[config.mk]
export PLATFORM = sky130hd
export DESIGN_NAME = key_scheduler
export DESIGN_NICKNAME = d
export VERILOG_FILES = /design/src/rtl/key_scheduler.sv
export SDC_FILE = /design/constraint.sdc
export NUM_CORES = 1
export LEC_CHECK = 0
export ABC_AREA = 1
export ABC_CLOCK_PERIOD_IN_PS = 4900
export BUFFER_PORTS_ARGS = -buffer_cell sky130_fd_sc_hd__buf_2
export CAP_MARGIN = 20
export CORE_MARGIN = 1
export CORE_UTILIZATION = 45
export CTS_CLUSTER_DIAMETER = 200
export DETAILED_ROUTE_END_ITERATION = 10
export GPL_TIMING_DRIVEN = 0
export PLACE_DENSITY = 0.66
export SYNTH_ARGS = -nofsm -noshare
export SYNTH_HDL_FRONTEND = slang
export SYNTH_SLANG_ARGS = --single-unit
[constraint.sdc]
create_clock -name clk -period 4.9 [get_ports clk]
set_input_delay 0.98 -clock clk [delete_from_list [all_inputs] [get_ports clk]]
set_output_delay 0.98 -clock clk [all_outputs]
set_load 0.02 [all_outputs]
[src/rtl/key_scheduler.sv]
// ---------------------------------------------------------------------------
// key_scheduler
//   Builds the RC4 working state in a shared 256x8 scratch RAM: first writes
//   the identity permutation, then runs the 256-iteration key-scheduling swap
//   loop. Owns the scratch port until `finish`, after which the top level
//   hands the port to the decrypter.
//
// Ports
//   clk     in   rising-edge clock
//   rst     in   asynchronous active-high reset
//   key     in   secret key, byte 0 in the most significant byte
//   start   in   level request, sampled in IDLE
//   finish  out  high while in DONE
//   s_addr  out  scratch address
//   s_data  out  scratch write data
//   s_wren  out  scratch write enable
//   s_q     in   scratch read data (one-cycle synchronous read)
// ---------------------------------------------------------------------------
module key_scheduler #(
  parameter int DATA_WIDTH = 8,
  parameter int ADDR_WIDTH = 8,
  parameter int KEY_LEN    = 3
) (
  input  logic                    clk,
  input  logic                    rst,
  input  logic [8*KEY_LEN-1:0]    key,
  input  logic                    start,
  output logic                    finish,
  output logic [ADDR_WIDTH-1:0]   s_addr,
  output logic [DATA_WIDTH-1:0]   s_data,
  output logic                    s_wren,
  input  logic [DATA_WIDTH-1:0]   s_q
);

  // Width of the key-byte index counter (i mod KEY_LEN).
  localparam int KCW = (KEY_LEN > 1) ? $clog2(KEY_LEN) : 1;
  localparam logic [KCW-1:0] KC_LAST = KCW'(KEY_LEN - 1);

  typedef enum logic [3:0] {
    S_IDLE,
    S_INIT,
    S_RD_I,
    S_WAIT_I,
    S_CALC_J,
    S_RD_J,
    S_WR_I,
    S_WR_J,
    S_DONE
  } state_t;

  state_t                   r_state;
  state_t                   w_state_next;

  logic [ADDR_WIDTH-1:0]    r_i;
  logic [ADDR_WIDTH-1:0]    r_j;
  logic [DATA_WIDTH-1:0]    r_si;
  logic [8*KEY_LEN-1:0]     r_key;
  logic [KCW-1:0]           r_kidx;

  logic [7:0]               w_key_byte;
  logic [ADDR_WIDTH-1:0]    w_j_next;
  logic                     w_i_last;

  assign w_i_last = (r_i == '1);

  // Key byte selected by the i mod KEY_LEN counter; byte 0 is the MSB.
  always_comb begin
    w_key_byte = '0;
    for (int unsigned b = 0; b < KEY_LEN; b++) begin
      if (r_kidx == KCW'(b)) begin
        w_key_byte = r_key[8*(KEY_LEN-1-b) +: 8];
      end
    end
  end

  assign w_j_next = r_j + ADDR_WIDTH'(r_si) + ADDR_WIDTH'(w_key_byte);

  // -------------------------------------------------------------------------
  // State register
  // -------------------------------------------------------------------------
  always_ff @(posedge clk or posedge rst) begin
    if (rst) begin
      r_state <= S_IDLE;
    end else begin
      r_state <= w_state_next;
    end
  end

  // -------------------------------------------------------------------------
  // Datapath registers
  // -------------------------------------------------------------------------
  always_ff @(posedge clk or posedge rst) begin
    if (rst) begin
      r_i    <= '0;
      r_j    <= '0;
      r_si   <= '0;
      r_key  <= '0;
      r_kidx <= '0;
    end else begin
      case (r_state)
        S_IDLE: begin
          if (start) begin
            r_key  <= key;
            r_i    <= '0;
            r_j    <= '0;
            r_kidx <= '0;
          end
        end
        S_INIT: begin
          r_i <= r_i + ADDR_WIDTH'(1);
          if (w_i_last) begin
            r_j    <= '0;
            r_kidx <= '0;
          end
        end
        S_WAIT_I: begin
          r_si <= s_q;
        end
        S_CALC_J: begin
          r_j <= w_j_next;
        end
        S_WR_J: begin
          r_i    <= r_i + ADDR_WIDTH'(1);
          r_kidx <= (r_kidx == KC_LAST) ? '0 : r_kidx + KCW'(1);
        end
        default: ;
      endcase
    end
  end

  // -------------------------------------------------------------------------
  // Next-state and Moore outputs
  // -------------------------------------------------------------------------
  always_comb begin
    w_state_next = r_state;
    finish       = 1'b0;
    s_addr       = '0;
    s_data       = '0;
    s_wren       = 1'b0;

    case (r_state)
      S_IDLE: begin
        if (start) w_state_next = S_INIT;
      end
      S_INIT: begin
        s_wren = 1'b1;
        s_addr = r_i;
        s_data = DATA_WIDTH'(r_i);
        if (w_i_last) w_state_next = S_RD_I;
      end
      S_RD_I: begin
        s_addr       = r_i;
        w_state_next = S_WAIT_I;
      end
      S_WAIT_I: begin
        s_addr       = r_i;
        w_state_next = S_CALC_J;
      end
      S_CALC_J: begin
        w_state_next = S_RD_J;
      end
      S_RD_J: begin
        s_addr       = r_j;
        w_state_next = S_WR_I;
      end
      S_WR_I: begin
        // s[j] arrives this cycle from the RD_J read and is written
        // straight back to s[i]; no holding register is needed.
        s_wren       = 1'b1;
        s_addr       = r_i;
        s_data       = s_q;
        w_state_next = S_WR_J;
      end
      S_WR_J: begin
        s_wren       = 1'b1;
        s_addr       = r_j;
        s_data       = r_si;
        w_state_next = w_i_last ? S_DONE : S_RD_I;
      end
      S_DONE: begin
        finish = 1'b1;
        if (!start) w_state_next = S_IDLE;
      end
      default: begin
        w_state_next = S_IDLE;
      end
    endcase
  end

endmodule

# Yosys cells after proc, flatten, opt, wreduce, memory -nomap -nowiden
# Index checks and enable logic that the tools add are counted.
[op_classes]
n_mux = 20
addsub = 4
eq_ne = 14
reduce_logical = 14
[op_table]
columns = ["operator", "n"]
rows = [
  ["$pmux 8 s3", 2],
  ["$mux 8", 5],
  ["$pmux 4 s9", 1],
  ["$pmux 8 s2", 2],
  ["$add 8x8->8", 2],
  ["$eq 4x3->1 const B", 4],
  ["$mux 4", 4],
  ["$reduce_and 3->1", 3],
  ["$add 8x1->8 const B", 1],
  ["$eq 4x2->1 const B", 2],
  ["$eq 8x8->1 const B", 1],
  ["$mux 2", 3],
  ["$ne 2x2->1 const B", 3],
  ["$pmux 2 s3", 1],
  ["$reduce_bool 3->1", 2],
  ["$eq 4x1->1 const B", 1],
  ["$eq 4x4->1 const B", 1],
  ["$logic_not 4->1", 1],
  ["$reduce_and 2->1", 2],
  ["$reduce_or 2->1", 2],
  ["$reduce_or 4->1", 1],
  ["$reduce_or 3->1", 1],
  ["$add 2x1->2 const B", 1],
  ["$eq 2x1->1 const B", 1],
  ["4 further kinds", 5],
]
[word_totals]
elab_cells = 58
reg_bits = 54
input_bits = 35

# Longest topological paths before layout
# Gate-level depths: netlist of run 1.
[depth]
word_depth = 6
mapped_depth = 16
ltp_nobuf = 16

# Worst setup path after synthesis of run 1
# No wires, ideal clock.
[synth_timing]
path_kind = "register to output"
startpoint = "register r_state[3]"
endpoint = "output port s_addr[2]"
slack_ns = 2.386
stages_incl_launch_ff = 6
arrival_ns = 1.534
n_path_buf = 1
cell_sequence = "dfrtp_1 -> nor2_4 -> and3_1 -> buf_2 -> a21oi_2 -> o21ai_0"
[synth_via]
elab_chain_len = 3
[synth_rtl]
columns = ["element", "line_no", "source"]
rows = [
  ["start, declared", "51", "state_t r_state;"],
  ["start signal, assigned", "85", "r_state <= w_state_next;"],
  ["$eq 4x1->1 (tied with other cells)", "141", "case (r_state)"],
  ["$reduce_or 4->1 (no line) / $reduce_or 2->1 (equally long branches)", "-", ""],
  ["$pmux 8 s2 *", "141", ""],
  ["end, declared", "29", "output logic [ADDR_WIDTH-1:0] s_addr,"],
]
# Mark *: on every way between the ends. The rest lies on a longest branch, timed or not.

# Final worst setup path of run 1
[layout_timing]
startpoint = "register r_state[0]"
endpoint = "output port s_wren"
[layout_via]
elab_chain_len = 3
[layout_rtl]
columns = ["element", "line_no", "source"]
rows = [
  ["$eq 4x1->1 / $eq 4x3->1 (equally long branches)", "141", ""],
  ["$reduce_or 3->1 (no line) *", "-", ""],
  ["$mux 1 *", "141", ""],
  ["end, declared", "31", "output logic s_wren,"],
]
# Marked as above.

==> impl_results.rst, run 1 <==
.. list-table::
   :header-rows: 1

   * - Metric
     - Value
   * - Run status
     - complete, no violations
   * - Part of the power in registers
     - 27.8%
   * - Worst hold path cell count
     - 2
   * - Number of max-cap violations
     - 0
   * - TritonCTS clock tree
     - built
   * - Detailed-route via count
     - 2857
   * - Number of global-route vias before repair
     - 2670
   * - Post-CTS setup repair buffer count
     - 0
   * - Fin crit period
     - 3060 ps
   * - Critical Path AT
     - 2080 ps
   * - Worst Path Buf+Inv
     - 4
   * - Post-cts resize count
     - 0
   * - Endpoint of the worst-slack reg-to-reg timing path
     - r_j[7]
   * - Destination of the worst hold path
     - r_key[8]
   * - Area of the die
     - 0.00752 mm2
   * - Clock transition at the registers of the reported paths
     - 100 ps
   * - Slowest CP cell
     - sky130_fd_sc_hd__dfrtp_1
   * - Setup repair after global routing missed its margin
     - no
   * - Clock network power share
     - 12.7%
   * - Total global-route track usage
     - 22.9%
   * - Via density per instance
     - 5.06
   * - Height of the chip
     - 86.7 um
   * - Count of H-tree levels built during CTS
     - 2
   * - Number of antenna violations at the first check in global routing
     - 0
   * - Leading cell types in the layout, fill and taps excluded
     - sky130_fd_sc_hd__nand2_1 (155), sky130_fd_sc_hd__buf_2 (54), sky130_fd_sc_hd__dfrtp_1 (54), sky130_fd_sc_hd__inv_1 (39), sky130_fd_sc_hd__nand3_1 (31)
   * - Startpoint of the lowest-slack hold path
     - r_key[8]
   * - Worst rel slew slack
     - 63.6%
   * - Area Growth Syn to Fin
     - 16.8%
   * - Final number of hold-violating endpoints
     - 0
   * - Combined flip-flop and latch cell area
     - 0.00135 mm2
   * - Commonest non-fill, non-tap cell in the layout
     - sky130_fd_sc_hd__nand2_1
   * - Total negative setup slack
     - 0 ps
   * - Post-synthesis instance total
     - 408
   * - Setup ws final
     - 1840 ps
   * - #FFs+latches synth
     - 54
   * - Final Cycle Share
     - 62.3%
   * - Critical R2R Launch
     - r_kidx[1]
   * - Starting utilization of the core area
     - 47.0%
   * - Final setup fails
     - 0
   * - Met1 WL
     - 3690 um
   * - Clock insertion delay at the later pin of the skew report
     - 300 ps
   * - Pin count of the biggest net entering global routing
     - 41
   * - Antenna fix cells
     - 0
   * - TritonCTS sink count
     - 54
   * - CTS buffer count
     - 5
   * - Avg WL per Cell
     - 13.8 um
   * - Net switching fraction of the power
     - 48.5%
   * - Crit path top cell by count
     - sky130_fd_sc_hd__inv_1
   * - Worst r2r path cells
     - 14
   * - Setup slack after placement
     - 1940 ps
   * - Clk buf depth
     - 2
   * - Worst-case vdd ir drop
     - 0.264 mV
   * - Share of layout cells above drive strength 1
     - 22.0%
   * - Psw
     - 0.00141 W
   * - Filler Cells Inserted
     - 665
   * - Total area of multi-input combinational cells
     - 0.00165 mm2
   * - Clock tree skew after final layout
     - 5.02 ps
   * - Maximum operating frequency
     - 327 MHz
   * - Leftover overflow at the end of global routing
     - 0
   * - Routed wl met3
     - 344 um
   * - Crit Path Category
     - register to primary output
   * - Required time reported for the critical path endpoint
     - 3920 ps
   * - Synthesized area per cell
     - 7.92 um2
   * - Chip Width
     - 86.7 um
   * - Hold Worst Slack
     - 479 ps
   * - Combinational Power Share
     - 59.5%
   * - Max-slew violation count
     - 0
   * - DPL Wire Length
     - 6090 um
   * - Largest delay share family, worst path
     - simple AND/OR/NAND/NOR gates
   * - Type of the most critical hold path
     - register to register
   * - Total standard cell area after synthesis
     - 0.00323 mm2
   * - Register-to-register path setup slack
     - 1940 ps
   * - Unique masters post-synth
     - 35
   * - Transition time of the tightest slew-check pin
     - 544 ps
   * - Count of hold buffers inserted by post-cts repair
     - 0
   * - Cells traversed along the worst timing path
     - nand2_1, inv_1, nand2_4, inv_1, nor2_1, inv_2, or2_1, buf_2
   * - DRT iter0 DRCs
     - 195
   * - Detailed Route WL
     - 7820 um
   * - Final #Nets
     - 518
   * - Total power per unit cell area
     - 767 mW/mm2
   * - Kind of launch point of the worst setup path
     - register
   * - Remaining routing DRC violations
     - 0
   * - Number of antenna-violating nets in the routed design
     - 0
   * - Input/output buffers
     - 52
   * - Core box area
     - 0.00687 mm2
   * - Root buffer selected by CTS
     - sky130_fd_sc_hd__clkbuf_8
   * - Wire length on met2
     - 3700 um
   * - Max Used Layer
     - met4
   * - Leakage power summed over all cells
     - 1.99 nW
   * - Total nets after synthesis
     - 458
   * - Final Wtd Congestion
     - 0.888
   * - First-pass GRT wire length
     - 13100 um
   * - Max incr delay on CP
     - 460 ps
   * - Site row count
     - 30
   * - Total number of yosys warnings
     - 0
   * - Crit end category
     - primary output
   * - Internal cell power
     - 0.00149 W
   * - Number of primary I/O pins
     - 53
   * - Sequential share of the synthesized area
     - 41.8%
   * - Peak fanout along the critical path
     - 8
   * - 1st-pass router iterations
     - 4
-- layer usage --
metal  up-vias  global-route usage [%]
met5         -                       0
met4         0                    4.55
met3         8                    2.48
li1       1424                       -
met2        90                    38.5
met1      1335                    32.2
-- cells by family after synthesis --
logic type | share of synthesized area, %
adder cells (fa/ha/maj) | 7.67
XOR/XNOR | 0.542
AND/OR/NAND/NOR | 32.9
buffers and inverters | 7.20
flip-flops | 41.8
multiplexers | 2.09
AO/OA/AOI/OAI | 7.82
-- cells in the mapped netlist --
library cell               count  share of area (%)
sky130_fd_sc_hd__buf_8         1               0.46
sky130_fd_sc_hd__buf_6         3                1.0
sky130_fd_sc_hd__nand2_8       1               0.62
sky130_fd_sc_hd__fa_1          8                5.0
sky130_fd_sc_hd__o21ai_0      22                3.4
sky130_fd_sc_hd__a21oi_1       9                1.4
sky130_fd_sc_hd__nand3_1      31                4.8
sky130_fd_sc_hd__nand2_1     155                 18
sky130_fd_sc_hd__nand3b_1      1               0.23
sky130_fd_sc_hd__inv_2         4               0.46
sky130_fd_sc_hd__nand4_1       2               0.39
sky130_fd_sc_hd__dfrtp_1      54                 42
sky130_fd_sc_hd__nand3b_2      1               0.35
sky130_fd_sc_hd__o211ai_1      2               0.46
sky130_fd_sc_hd__a21o_1        1               0.23
sky130_fd_sc_hd__nor2_4        3                1.0
sky130_fd_sc_hd__and3_1        1               0.19
sky130_fd_sc_hd__o21ai_1       4               0.62
sky130_fd_sc_hd__nand3_2       1               0.31
sky130_fd_sc_hd__mux2_2        6                2.1
sky130_fd_sc_hd__nor2_8        1               0.62
sky130_fd_sc_hd__nor3_1        6               0.93
sky130_fd_sc_hd__buf_2         2               0.31
sky130_fd_sc_hd__nand2_4       3                1.0
sky130_fd_sc_hd__o22ai_1       6                1.2
sky130_fd_sc_hd__or2_2         1               0.19
sky130_fd_sc_hd__nor2_1       14                1.6
sky130_fd_sc_hd__or2_1         1               0.19
sky130_fd_sc_hd__nand2_2      12                2.3
sky130_fd_sc_hd__inv_6         1               0.27
sky130_fd_sc_hd__a32oi_1       1               0.27
sky130_fd_sc_hd__ha_1          7                2.7
sky130_fd_sc_hd__inv_1        40                4.6
sky130_fd_sc_hd__a21oi_2       1               0.27
sky130_fd_sc_hd__xor2_1        2               0.54
-- registers in the layout (all words and copies together) (netlist names) --
register and cells:
r_i 8, r_si 8, r_kidx 2, r_j 8, r_key 24, r_state 4
-- stage by stage --
stage               power [W]  utilization, %  std cells  instance area, um2
detailed placement    0.00252            52.9        557                3630
global placement      0.00247            52.6        556                3610
CTS                   0.00290            55.0        565                3770
global route          0.00317            55.0        565                3770
floorplan             0.00208               -        408                3230
finish                0.00290            55.0        565                3770
-- worst max path at each step --
stage	cells past startpoint	from	endpoint
after floorplan	5	r_state[3]	s_addr[2]
after global placement	2	rst	r_j[5]
after detailed placement	14	r_kidx[0]	r_j[7]
after CTS	8	r_state[0]	s_wren
after global routing	12	r_kidx[1]	r_j[7]
final	8	r_state[0]	s_wren
-- power by group through the flow --
stage	combinational [W]	sequential [W]	clock (W)
finish	0.00172	0.000806	0.000368
floorplan	0.00131	0.000767	0
global placement	0.00166	0.000810	0
global route	0.00195	0.000828	0.000394
detailed placement	0.00171	0.000814	0
CTS	0.00172	0.000806	0.000373
-- final cells by class --
type	instances	area share [%]
clock inverter	2	1.59
multi-input combinational	303	43.7
inverter	45	4.61
clock buffer	6	2.19
buffer	6	1.56
timing repair buffer	53	7.42
tap	96	3.18
sequential	54	35.8
-- worst min-delay path: cells and delay by family, from the launching register on --
kind | cells | cell delay [ps]
flops | 1 | 350
simple gates | 2 | 100
(Power assumes the default switching activity.)
==> inputs of run 2 (changes only) <==
ABC_CLOCK_PERIOD_IN_PS = 2500   (was 4900)
PLACE_DENSITY = 0.69   (was 0.66)
clock period = 2.5 ns   (was 4.9 ns; I/O delays follow)
==> impl_results.rst, run 2 (synthesized netlist as in run 1, its figures left out) <==
.. list-table::
   :header-rows: 1

   * - Metric
     - Value
   * - Final setup fails
     - 0
   * - Max-slew violation count
     - 0
   * - Remaining routing DRC violations
     - 0
   * - Chip Width
     - 86.7 um
   * - Detailed Route WL
     - 8080 um
   * - Clk buf depth
     - 2
   * - Clock transition at the registers of the reported paths
     - 100 ps
   * - Number of max-cap violations
     - 0
   * - Detailed-route via count
     - 2906
   * - Largest Register
     - r_key
   * - Crit end category
     - register
   * - Final Cycle Share
     - 98.1%
   * - Setup slack after placement
     - -514 ps
   * - Critical R2R Launch
     - r_kidx[0]
   * - Pin count of the biggest net entering global routing
     - 29
   * - Maximum operating frequency
     - 408 MHz
   * - Type of the most critical hold path
     - input port to async pin
   * - Worst rel slew slack
     - 58.1%
   * - Share of layout cells above drive strength 1
     - 28.8%
   * - Largest register FFs
     - 24
   * - Peak fanout along the critical path
     - 6
   * - Height of the chip
     - 86.7 um
   * - Register-to-register path setup slack
     - 50 ps
   * - Fin crit period
     - 2450 ps
   * - Kind of launch point of the worst setup path
     - register
   * - TritonCTS clock tree
     - built
   * - Final Wtd Congestion
     - 0.941
   * - Number of antenna-violating nets in the routed design
     - 0
   * - Avg WL per Cell
     - 14.2 um
   * - Final number of hold-violating endpoints
     - 0
   * - Total global-route track usage
     - 23.2%
   * - TritonCTS sink count
     - 54
   * - Site row count
     - 30
   * - Filler Cells Inserted
     - 668
   * - Transition time of the tightest slew-check pin
     - 627 ps
   * - Via density per instance
     - 5.09
   * - Leakage power summed over all cells
     - 2.02 nW
   * - Setup ws final
     - 46.9 ps
   * - Worst r2r path cells
     - 14
   * - DRT iter0 DRCs
     - 180
   * - First-pass GRT wire length
     - 13200 um
   * - DPL Wire Length
     - 6050 um
   * - Worst-case vdd ir drop
     - 0.562 mV
   * - CTS buffer count
     - 5
   * - Area of the die
     - 0.00752 mm2
   * - Commonest non-fill, non-tap cell in the layout
     - sky130_fd_sc_hd__nand2_1
   * - Required time reported for the critical path endpoint
     - 2710 ps
   * - Antenna fix cells
     - 0
   * - Final #Nets
     - 524
   * - Leftover overflow at the end of global routing
     - 0
   * - Clock tree skew after final layout
     - 13.6 ps
   * - Leading cell types in the layout, fill and taps excluded
     - sky130_fd_sc_hd__nand2_1 (151), sky130_fd_sc_hd__buf_2 (53), sky130_fd_sc_hd__dfrtp_1 (50), sky130_fd_sc_hd__inv_1 (34), sky130_fd_sc_hd__nand3_1 (27)
   * - Number of global-route vias before repair
     - 2735
   * - Root buffer selected by CTS
     - sky130_fd_sc_hd__clkbuf_8
   * - Input/output buffers
     - 52
   * - Starting utilization of the core area
     - 47.0%
   * - Number of antenna violations at the first check in global routing
     - 0
   * - Count of H-tree levels built during CTS
     - 2
   * - Clock insertion delay at the later pin of the skew report
     - 320 ps
   * - Core box area
     - 0.00687 mm2
   * - Hold Worst Slack
     - 256 ps
   * - Total power per unit cell area
     - 1570 mW/mm2
   * - 1st-pass router iterations
     - 4
   * - Area Growth Syn to Fin
     - 21.7%
   * - Critical Path AT
     - 2660 ps
   * - Setup repair after global routing missed its margin
     - yes
   * - Endpoint of the worst-slack reg-to-reg timing path
     - r_j[7]
   * - Number of primary I/O pins
     - 53
   * - Crit Path Category
     - register to register
   * - Run status
     - complete, no violations
## run 2: cell count changes in the layout (fill, tap and decap cells not counted), sizes merged
cell      before  now
buf           59   64
bufinv         2    1
clkinv         0    1
clkinvlp       0    1
## run 2: power breakdown
part | total (W) | leakage, nW | switching (W) | internal, W
Sequential | 0.00160 | 0.676 | 0.000332 | 0.00126
Clock | 0.000610 | 0.0585 | 0.000309 | 0.000301
Combinational | 0.00396 | 1.28 | 0.00238 | 0.00158
Total | 0.00617 | 2.02 | 0.00302 | 0.00315
## run 2: cell type report
class,count,area (um2),area share (%)
multi-input combinational,303,1770,45.1
sequential,54,1360,34.5
timing repair buffer,59,329,8.37
inverter,45,180,4.58
tap,96,120,3.05
clock buffer,5,68.8,1.75
buffer,6,61.3,1.56
clock inverter,3,43.8,1.11
## run 2: how the worst max path moves through the flow
stage / from / endpoint / slack, ps / cells after the start
floorplan: r_kidx[1] / r_j[7] / 140 / 15
global route: r_kidx[0] / r_j[7] / -100 / 14
finish: r_kidx[0] / r_j[7] / 50 / 14
detailed placement: r_kidx[0] / r_j[7] / -510 / 14
global placement: r_kidx[0] / r_j[7] / -500 / 14
CTS: r_kidx[0] / r_j[7] / -30 / 14
## run 2: worst max-delay path, cell delays in order (launching register included)
cell	delay, ps
sky130_fd_sc_hd__dfrtp_2	470
sky130_fd_sc_hd__nor2_4	90
sky130_fd_sc_hd__buf_6	130
sky130_fd_sc_hd__nand2_2	50
sky130_fd_sc_hd__nand3_2	70
sky130_fd_sc_hd__fa_1	500
sky130_fd_sc_hd__ha_2	190
sky130_fd_sc_hd__inv_2	50
sky130_fd_sc_hd__fa_2	380
sky130_fd_sc_hd__nor3_2	130
sky130_fd_sc_hd__nor2_1	80
sky130_fd_sc_hd__inv_1	60
sky130_fd_sc_hd__nand2_1	50
sky130_fd_sc_hd__nand3_1	60
sky130_fd_sc_hd__nand2_1	50
## run 2: per-stage QoR
| stage | total power (W) | instance area, um2 | TNS, ps | utilization (%) | std cells |
|---|---|---|---|---|---|
| 6_report | 0.00617 | 3930 | 0 | 57.3 | 571 |
| 5_1_grt | 0.00672 | 3930 | -156 | 57.3 | 571 |
| 4_1_cts | 0.00563 | 3790 | -47.8 | 55.2 | 566 |
| 3_5_place_dp | 0.00492 | 3630 | -890 | 52.9 | 557 |
| 3_3_place_gp | 0.00481 | 3610 | -4480 | 52.6 | 556 |
| 2_1_floorplan | 0.00407 | 3230 | 0 | - | 408 |
## run 2: timing repair
item | CTS | global route
pin swaps | 3 | 7
hold endpoints to repair | 0 | 0
gates resized for setup | 16 | 22
setup endpoints to repair | 7 | 14
hold buffers | 0 | 0
buffers inserted | 1 | 5
## run 2: per-layer routing
layer	part of all wire [%]	global-route usage, %	vias to the layer above
li1	-	-	1438
met3	3.7	4.00	15
met5	0	0	-
met1	46	31.3	1373
met4	2.1	7.73	0
met2	48	38.0	80
==> inputs of run 3 (changes only) <==
ABC_CLOCK_PERIOD_IN_PS = 2800   (was 2500)
GPL_ROUTABILITY_DRIVEN = 0   (was default)
PLACE_DENSITY = 0.66   (was 0.69)
clock period = 2.8 ns   (was 2.5 ns; I/O delays follow)
==> impl_results.rst, run 3 (synthesized netlist as in run 1, its figures left out) <==
.. list-table::
   :header-rows: 1

   * - Metric
     - Value
   * - Wire length on met2
     - 3770 um
   * - Met1 WL
     - 3750 um
   * - Detailed-route via count
     - 2788
   * - TritonCTS clock tree
     - built
   * - Count of H-tree levels built during CTS
     - 2
   * - Worst rel slew slack
     - 59.6%
   * - Clock transition at the registers of the reported paths
     - 100 ps
   * - CTS buffer count
     - 5
   * - Remaining routing DRC violations
     - 0
   * - Commonest non-fill, non-tap cell in the layout
     - sky130_fd_sc_hd__nand2_1
   * - Kind of launch point of the worst setup path
     - register
   * - Leading cell types in the layout, fill and taps excluded
     - sky130_fd_sc_hd__nand2_1 (155), sky130_fd_sc_hd__buf_2 (54), sky130_fd_sc_hd__dfrtp_1 (53), sky130_fd_sc_hd__inv_1 (38), sky130_fd_sc_hd__nand3_1 (31)
   * - Number of global-route vias before repair
     - 2715
   * - Share of layout cells above drive strength 1
     - 23.4%
   * - Site row count
     - 30
   * - Leftover overflow at the end of global routing
     - 0
   * - Core box area
     - 0.00687 mm2
   * - Clock tree skew after final layout
     - 5.14 ps
   * - DRT iter0 DRCs
     - 161
   * - Final setup fails
     - 0
   * - Pin count of the biggest net entering global routing
     - 29
   * - Hold Worst Slack
     - 306 ps
   * - DPL Wire Length
     - 6130 um
   * - Number of primary I/O pins
     - 53
   * - Antenna fix cells
     - 0
   * - Worst-case vdd ir drop
     - 0.645 mV
   * - Starting utilization of the core area
     - 47.0%
   * - Largest register FFs
     - 24
   * - Largest Register
     - r_key
   * - Clock insertion delay at the later pin of the skew report
     - 310 ps
   * - Final Cycle Share
     - 93.8%
   * - Height of the chip
     - 86.7 um
   * - Area Growth Syn to Fin
     - 16.3%
   * - TritonCTS sink count
     - 54
   * - Critical Path AT
     - 2070 ps
   * - Number of max-cap violations
     - 0
   * - Leakage power summed over all cells
     - 1.97 nW
   * - Run status
     - complete, no violations
   * - Crit end category
     - primary output
   * - Number of antenna-violating nets in the routed design
     - 0
   * - Routed wl met3
     - 323 um
   * - Final number of hold-violating endpoints
     - 0
   * - Clk buf depth
     - 2
   * - Filler Cells Inserted
     - 686
   * - Maximum operating frequency
     - 381 MHz
   * - Number of antenna violations at the first check in global routing
     - 0
   * - Detailed Route WL
     - 7960 um
   * - Total power per unit cell area
     - 1320 mW/mm2
   * - Via density per instance
     - 4.93
   * - Input/output buffers
     - 52
   * - Type of the most critical hold path
     - input port to async pin
   * - Chip Width
     - 86.7 um
   * - Max Used Layer
     - met4
   * - Transition time of the tightest slew-check pin
     - 605 ps
   * - Root buffer selected by CTS
     - sky130_fd_sc_hd__clkbuf_8
   * - First-pass GRT wire length
     - 13100 um
   * - 1st-pass router iterations
     - 4
   * - Required time reported for the critical path endpoint
     - 2240 ps
   * - Avg WL per Cell
     - 14.1 um
   * - Max-slew violation count
     - 0
   * - Total negative setup slack
     - 0 ps
   * - Peak fanout along the critical path
     - 8
   * - Fin crit period
     - 2630 ps
   * - Final #Nets
     - 519
   * - Area of the die
     - 0.00752 mm2
   * - Crit Path Category
     - register to primary output
   * - Total global-route track usage
     - 23.0%
## run 3: power breakdown
group          leakage [nW]  internal [W]  total [W]  switching (W)
Sequential            0.680       0.00112    0.00142       0.000291
Clock                0.0489      0.000206   0.000482       0.000276
Combinational          1.25       0.00113    0.00306        0.00193
Total                  1.97       0.00246    0.00495        0.00249
## run 3: final timing paths
check	to	cells past startpoint	from	slack, ps
max in group asynchronous	r_kidx[1]	3	rst	1930
min reg2reg	r_key[18]	2	r_key[18]	480
max reg2reg	r_j[7]	15	r_kidx[1]	190
max	s_wren	8	r_state[0]	170
min in group clk	r_key[12]	3	key[12]	440
min	r_key[22]	2	rst	310
## run 3: per-stage QoR
step                      setup WS (ps)  instances  util, %  instance area [um2]  power [W]
after CTS                          27.4        565     54.3                 3730    0.00490
final                               173        566     54.7                 3760    0.00495
after floorplan                     438        408        -                 3230    0.00363
after global placement             -184        556     52.6                 3610    0.00432
after detailed placement           -210        557     52.9                 3630    0.00440
after global routing              -8.62        566     54.7                 3760    0.00544
## run 3: per-layer routing
layer	global-route usage (%)	vias up
met2	38.7	78
met1	31.1	1280
li1	-	1421
met3	3.14	9
met4	6.21	0
met5	0	-
## run 3: critical path: stages, from the launching register on
cell and delay [ps]:
sky130_fd_sc_hd__dfrtp_1 460, sky130_fd_sc_hd__nand2_1 110, sky130_fd_sc_hd__inv_1 80, sky130_fd_sc_hd__nand2_4 130, sky130_fd_sc_hd__inv_1 180, sky130_fd_sc_hd__nor2_1 290
sky130_fd_sc_hd__inv_2 120, sky130_fd_sc_hd__or2_1 220, sky130_fd_sc_hd__buf_2 160
## run 3: repair_timing
| item | CTS | global route |
|---|---|---|
| endpoints found under the setup margin | 1 | 4 |
| setup buffers | 0 | 1 |
| hold buffers | 0 | 0 |
| gates resized for setup | 2 | 7 |
| gates cloned | 0 | 0 |
## run 3: layout make-up
class | count | area (um2) | area share, %
Buffer | 6 | 58.8 | 1.57
Clock buffer | 7 | 86.3 | 2.30
Clock inverter | 1 | 8.76 | 0.233
Inverter | 45 | 174 | 4.63
Multi-Input combinational cell | 303 | 1670 | 44.4
Sequential cell | 54 | 1350 | 36.0
Tap cell | 96 | 120 | 3.20
Timing Repair Buffer | 54 | 288 | 7.66
